## src/rtl/compound_sink_types.sv

```systemverilog
// Types and constants that are local to compound_sink.
//
// Sections : FSM states. section_a collects writes. section_b holds a result
//            until the downstream consumer accepts it.
// SAT_MAX / SAT_MIN : accumulator clamp limits. They are only used when
//            COMPOUND_SINK_SAT_EN is defined.
package compound_sink_types;

    typedef enum logic {
        section_a = 1'b0,
        section_b = 1'b1
    } Sections;

    localparam logic signed [31:0] SAT_MAX = 32'sh7FFF_FFFF;
    localparam logic signed [31:0] SAT_MIN = 32'sh8000_0000;

endpackage

```

## src/rtl/shared_types.sv

```systemverilog
// Shared types package used across the codebase.
//
// Provides the transaction mode enum and CompoundType. CompoundType is the
// record that a producer hands to a sink. Its fields are:
//   mode : read or write
//   x    : 32-bit signed operand
//   y    : bool. For a write, 1 selects add and 0 selects subtract.
package shared_types;

    typedef enum logic {
        read  = 1'b0,
        write = 1'b1
    } mode_e;

    typedef struct packed {
        mode_e              mode;
        logic signed [31:0] x;
        logic               y;
    } CompoundType;

endpackage

```

## src/rtl/compound_sink_alu.sv

```systemverilog
// compound_sink_alu: a combinational 32-bit signed add/subtract.
//
// Ports:
//   a      in  32 signed  current accumulator
//   b      in  32 signed  operand
//   sub    in  1          1 gives a - b, 0 gives a + b
//   result out 32 signed  sum or difference
//
// Build option COMPOUND_SINK_SAT_EN: when it is defined, the result clamps to
// SAT_MAX/SAT_MIN on overflow. When it is undefined, the result wraps modulo
// 2^32.
module compound_sink_alu
    import compound_sink_types::*;
(
    input  logic signed [31:0] a,
    input  logic signed [31:0] b,
    input  logic               sub,
    output logic signed [31:0] result
);

`ifdef COMPOUND_SINK_SAT_EN
    logic signed [32:0] wide;

    // Sign-extend by one bit. Overflow has happened when the top two bits of
    // the wide result differ. The top bit then gives the true sign, which
    // picks the limit to clamp to.
    always_comb begin
        wide = sub ? ({a[31], a} - {b[31], b}) : ({a[31], a} + {b[31], b});
        if (wide[32] != wide[31]) begin
            result = wide[32] ? SAT_MIN : SAT_MAX;
        end else begin
            result = wide[31:0];
        end
    end
`else
    always_comb begin
        result = sub ? (a - b) : (a + b);
    end
`endif

endmodule

```

## src/rtl/compound_sink.sv

```systemverilog
// compound_sink: accumulates write transactions and emits the total when a
// read transaction arrives.
//
// Ports:
//   clk          in   1          clock. All state updates on the rising edge.
//   rst          in   1          synchronous reset, active low
//   b_in         in   CompoundType  upstream data {mode, x, y}
//   b_in_sync    in   1          upstream valid
//   b_in_notify  out  1          ready for b_in. High while collecting.
//   r_out        out  32 signed  result snapshot taken at a read
//   r_out_count  out  8          number of writes in r_out. Saturates at 255.
//   r_out_sync   in   1          downstream accepts the result
//   r_out_notify out  1          result valid
//   m_out        out  32 signed  registered live view of the accumulator
//
// Build option COMPOUND_SINK_SAT_EN makes the accumulator saturate instead of
// wrapping.
module compound_sink
    import shared_types::*;
    import compound_sink_types::*;
(
    input  logic               clk,
    input  logic               rst,
    input  CompoundType        b_in,
    input  logic               b_in_sync,
    output logic               b_in_notify,
    output logic signed [31:0] r_out,
    output logic [7:0]         r_out_count,
    input  logic               r_out_sync,
    output logic               r_out_notify,
    output logic signed [31:0] m_out
);

    Sections            state;
    logic signed [31:0] acc;
    logic [7:0]         cnt;
    logic signed [31:0] alu_result;

    compound_sink_alu u_alu (
        .a      (acc),
        .b      ($signed(b_in.x)),
        .sub    (~b_in.y),
        .result (alu_result)
    );

    // m_out is written every time acc is written, with the same value.
    // The external view therefore always matches the accumulator as it was
    // registered at the most recent edge.
    always_ff @(posedge clk) begin
        if (!rst) begin
            state        <= section_a;
            acc          <= '0;
            cnt          <= '0;
            r_out        <= '0;
            r_out_count  <= '0;
            m_out        <= '0;
            r_out_notify <= 1'b0;
            b_in_notify  <= 1'b1;
        end else begin
            case (state)
                section_a: begin
                    if (b_in_sync) begin
                        if (b_in.mode == write) begin
                            acc   <= alu_result;
                            m_out <= alu_result;
                            if (cnt != 8'hFF) begin
                                cnt <= cnt + 8'd1;
                            end
                        end else begin
                            r_out        <= acc;
                            r_out_count  <= cnt;
                            acc          <= '0;
                            cnt          <= '0;
                            m_out        <= '0;
                            b_in_notify  <= 1'b0;
                            r_out_notify <= 1'b1;
                            state        <= section_b;
                        end
                    end
                end
                section_b: begin
                    if (r_out_sync) begin
                        r_out_notify <= 1'b0;
                        b_in_notify  <= 1'b1;
                        state        <= section_a;
                    end
                end
                default: begin
                    state <= section_a;
                end
            endcase
        end
    end

endmodule
```

## config.mk

```make
export PLATFORM = sky130hd
export DESIGN_NAME = compound_sink
export DESIGN_NICKNAME = d
export VERILOG_FILES = /design/src/rtl/compound_sink_types.sv /design/src/rtl/shared_types.sv /design/src/rtl/compound_sink_alu.sv /design/src/rtl/compound_sink.sv
export SDC_FILE = /design/constraint.sdc
export NUM_CORES = 1
export LEC_CHECK = 0
export ABC_CLOCK_PERIOD_IN_PS = 11150
export CAP_MARGIN = 10
export CORE_MARGIN = 2
export CORE_UTILIZATION = 45
export DETAILED_ROUTE_END_ITERATION = 10
export MAX_ROUTING_LAYER = met4
export PLACE_DENSITY = 0.72
export REMOVE_ABC_BUFFERS = 1
export SLEW_MARGIN = 20
export SYNTH_ARGS = -nofsm -noshare
export SYNTH_HDL_FRONTEND = slang
export SYNTH_SLANG_ARGS = --single-unit
export TNS_END_PERCENT = 30
```

## constraint.sdc

```tcl
create_clock -name clk -period 11.15 [get_ports clk]
set_clock_uncertainty 0.05 [all_clocks]
set_input_delay 2.23 -clock clk [delete_from_list [all_inputs] [get_ports clk]]
set_output_delay 2.23 -clock clk [all_outputs]
set_load 0.005 [all_outputs]
```

# After elaboration in Yosys (flattened, before gate mapping)
# Index checks and enable logic that the tools add are counted.
[totals] out_inout_bits=74 reg_bits=83 elab_cells=37 input_bits=38
[classes] n_reduce_logical=4 eq_ne=5 addsub=3 mux=16 bitwise_logic=2
[op_table] operator="two-way mux 32 bit" n=2
[op_table] operator="adder 32 bit" n=1
[op_table] operator="subtractor 32 bit" n=1
[op_table] operator="two-way mux 8 bit" n=2
[op_table] operator="two-way mux 1 bit" n=9
[op_table] operator="AND reduction 3 bit" n=3
[op_table] operator="adder 8 x 1 -> 8 bit (second input constant)" n=1
[op_table] operator="!= test 8 bit (second input constant)" n=1
[op_table] operator="!= test 2 bit (second input constant)" n=3
[op_table] operator="case mux 1 bit (2 select lines)" n=3
[op_table] operator="!= test 2 x 1 -> 1 bit (second input constant)" n=1
[op_table] operator="NOT 1 bit" n=2
[op_table] operator="AND reduction 2 bit" n=1

# Logic depth before layout (Yosys ltp)
[depth] depth_word=3 mapped_depth=17 mapped_depth_nobuf=16

# Hierarchy
# Synthesis repeated with hierarchy kept, for this count alone.
[unflattened] cells_unflattened=738 hier_area_um2=5592.9
[modules_own_cells] mod="compound_sink" area_each_um2=3243.1 cells_per_inst=388 seq_area_each_um2=1661.6 n_inst=1
[modules_own_cells] mod="compound_sink_alu" area_each_um2=2349.8 cells_per_inst=350 seq_area_each_um2=0.0 n_inst=1

# Least setup slack after synthesis
# OpenSTA, ideal clock, no wires.
[synth_path] path_type="input -> register" from="input b_in[9] (netlist bit)" to="register acc[28]" path_slack_ns=6.055 path_stages=13 setup_time_ns=0.116 t_arrival_ns=4.929 path_buffers=0 path_cell_list="nor4_2 > and2_1 > nand2_1 > nor3_1 > a21oi_1 > xor2_1 > ha_1 > nand4_2 > or3_1 > o311a_4 > o31ai_4 > xnor2_1 > o21ai_2"
[synth_via] elab_chain_cells=3 word_cells_on_any_way=4 cone_classes="add/sub: 2; mux: 2"
[synth_rtl] element="from (decl)" line_no="compound_sink.sv:24" text="input CompoundType b_in,"
[synth_rtl] element="subtractor 32 bit or adder 32 bit (tied branches)" line_no="compound_sink_alu.sv:37" text="result = sub ? (a - b) : (a + b);"
[synth_rtl] element="two-way mux 32 bit *" line_no="compound_sink_alu.sv:37"
[synth_rtl] element="two-way mux 32 bit *" line_no="compound_sink.sv:63" text="if (b_in.mode == write) begin"
[synth_rtl] element="to (signal assigned)" line_no="compound_sink.sv:64" text="acc <= alu_result;"
[synth_rtl] element="to (decl)" line_no="compound_sink.sv:35" text="logic signed [31:0] acc;"
# Mark *: on every way between the ends. The rest lies on a longest branch, timed or not.
# A chain may end at the register's enable or synchronous reset.

# Worst setup path after layout
[layout_path] from="input b_in[7] (netlist bit)" to="register acc[25]"
# Same word-level chain as after synthesis.

==> impl_metrics.py <==
metrics = {
    "layout": {
        "diodes": 0,
        "instances_no_fill": 877,
        "drive_gt1_share_pct": 4.90,
        "postLayoutCoreUtil_pct": 59.5,
        "fillCellCount": 1005,
        "syn2layout_area_growth_pct": 28.0,
        "finalNetCount": 807,
    },
    "drt": {
        "routed_wl_um": 15100,
        "vias": 5061,
        "drtAntennaViolNets": 0,
        "drc": 0,
        "wire_per_inst_um": 17.2,
        "initialDrtViolationCount": 413,
        "dr.pass1.iters": 5,
        "viasPerCell": 5.77,
    },
    "global_route": {
        "antenna_found_initial": 0,
        "track_usage_pct": 24.4,
        "grt_pass1_vias": 4655,
        "grt_max_degree": 39,
        "gr-total-overflow": 0,
        "grt_first_pass_wirelength_um": 24600,
    },
    "yosys": {
        "ys_types": 64,
        "synth_cells": 631,
        "synth_edf_count": 0,
        "ys_async_sr_fraction_pct": 0,
        "synthFlopType": "dfxtp_1",
        "syn_area_um2": 5330,
        "seq_area_frac_synth_pct": 31.2,
        "yosys-top-cells-area": "dfxtp_1 (31%), ha_1 (9.2%), a22o_1 (6.6%)",
        "postSynthAreaPerCell_um2": 8.45,
        "yosysWarnings": 0,
        "yosysMostFrequentCell": "dfxtp_1",
        "synth_top_area_cell": "dfxtp_1",
        "synth_top_area_share_pct": 31.2,
        "ys_seq_elements": 83,
        "netlist_top_cells_count": "dfxtp_1 (83), nand2_1 (65), a21oi_1 (57)",
    },
    "clock_tree": {
        "cts_setup_buffers": 0,
        "cts.htree.levels": 3,
        "cts_tree": "built",
        "post_cts_resized": 0,
        "root_buffer": "clkbuf_16",
        "ctsHoldBuffers": 0,
        "cts_buffer_depth": 2,
        "clk_pin_slew_ns": 0.06,
        "tritoncts.num_buffers": 9,
        "cts_sinks": 83,
        "clk_latency_ns": 0.33,
    },
    "floorplan": {
        "rows": 39,
        "ios": 112,
        "initial_core_util_pct": 46.5,
        "die_y_um": 113,
        "core_area_um2": 11500,
        "dieArea_um2": 12700,
        "die_w_um": 113,
    },
    "sta": {
        "setup_ws_ns": 5.49,
        "rsz0062_at_grt": "false",
        "final.period_utilization_pct": 50.8,
        "setup_tns_ns": 0,
        "final.min_clock_period_ns": 5.66,
        "drv_slew": 0,
        "worst_slew_pin_slew_ns": 0.728,
        "setup_viol": 0,
        "fmax_mhz": 177,
        "hold_viol": 0,
        "relSlewSlack_pct": 51.4,
        "hold-worst-slack_ns": 0.429,
    },
    "run": {
        "maxCapViolations": 0,
    },
    "place": {
        "port_buffers": 111,
        "dp_worst_setup_slack_ns": 5.16,
        "dp.final_hpwl_um": 12100,
        "dpl.cell_count": 861,
        "gp_congestion": 0.921,
    },
    "critical_path": {
        "cp.depth": 16,
        "rr_worst_depth": 10,
        "path_max_fanout": 11,
        "cp.required_ns": 11.29,
        "worstSetupPathType": "input pin to register",
        "crit_family": "simple AND/OR/NAND/NOR gates",
        "cp-start-kind": "input pin",
        "cpPeakStageDelay_ns": 0.50,
        "cp-end-kind": "register",
        "crit_arrival_ns": 5.80,
        "critPathMostFrequentCell": "a21oi_1",
        "crit_slowest_cell": "clkdlybuf4s50_1",
        "path_cells": "clkdlybuf4s50_1, nor4_2, and2_1, nand2_1, nor2_1, and2_1, a21oi_1, xor2_1, ha_1, a21o_1, a21o_1, a21oi_1, o21ai_0, a21oi_1, xor2_1, o21ai_0",
        "path_buf_inv": 1,
    },
    "pwr": {
        "p_leak_nw": 2.72,
        "p_per_area_nw_per_um2": 130,
        "ir_worst_vdd_uv": 121,
    },
    "hold_path": {
        "hold_path.class": "register to register",
        "hold_depth": 1,
    },
    "outcome": {
        "status": "finished, final reports clean",
    },
}
-- placed cells by master (no fill, tap or decap), types with 9 or more instances in the layout --
cell type / synthesis / final
inv_1: 18 / 18
clkbuf_16: 0 / 9
nor3_1: 17 / 17
xor2_1: 38 / 38
a21oi_1: 57 / 57
a21boi_0: 10 / 10
nand2_1: 65 / 65
nand4_1: 12 / 12
dfxtp_1: 83 / 83
and2_1: 9 / 9
a31oi_1: 12 / 12
nor2_1: 45 / 45
clkdlybuf4s50_1: 0 / 111
a22o_1: 40 / 40
o21ai_0: 30 / 30
ha_1: 39 / 39
a21o_1: 13 / 13
xnor2_1: 23 / 23
-- state kept, by name (all words and copies together), names as in the netlist --
| register | count |
|---|---|
| state | 1 |
| r_out_notify | 1 |
| b_in_notify | 1 |
| cnt | 8 |
| r_out | 32 |
| r_out_count | 8 |
| acc | 32 |
-- logic make-up (layout without fill, tap and decap cells) --
logic type / count (synthesis) / count (layout) / share of synthesized area [%]
flip-flops: 83 / 83 / 31.2
AND/OR/NAND/NOR: 189 / 189 / 17.4
buffers and inverters: 46 / 149 / 4.48
XOR/XNOR: 61 / 61 / 10.0
AO/OA/AOI/OAI: 210 / 210 / 27.0
adder cells (fa/ha/maj): 40 / 40 / 9.53
multiplexers: 2 / 2 / 0.399
-- per-layer routing --
layer  GRT usage [%]  share of wire [%]
met1            36.4                 50
met2            35.6                 43
met5               -                  0
met3            2.25                5.6
met4            5.93                1.4
-- stage by stage --
| step | instance area, µm² | power (W) |
|---|---|---|
| after global routing | 6820 | 0.000929 |
| after CTS | 6820 | 0.000890 |
| after floorplan | 5160 | 0.000472 |
| after detailed placement | 6480 | 0.000564 |
| after global placement | 6480 | 0.000562 |
| final | 6820 | 0.000889 |
-- area by class of cell --
class	count	area (µm²)	area share (%)
Multi-Input combinational cell	502	3430	50.3
Sequential cell	83	1660	24.4
Timing Repair Buffer	115	1140	16.7
Clock buffer	13	270	3.96
Tap cell	143	179	2.62
Clock inverter	3	68.8	1.01
Inverter	18	67.6	0.991
-- power by group --
| part | internal (W) | switching (W) | leakage, nW |
|---|---|---|---|
| sequential | 0.000309 | 0.0000188 | 0.673 |
| clock | 0.000215 | 0.000112 | 0.166 |
| combinational | 0.000103 | 0.000131 | 1.88 |
| total | 0.000627 | 0.000262 | 2.72 |
-- worst paths after layout --
check	startpoint	end	slack (ns)
setup / recovery	b_in[7]	acc[25]	5.49
hold / removal	r_out[7]	r_out[7]	0.43
setup reg to reg	acc[0]	acc[28]	8.20
hold reg to reg	r_out[7]	r_out[7]	0.43
Note: power is estimated with default switching activity, not from simulation.
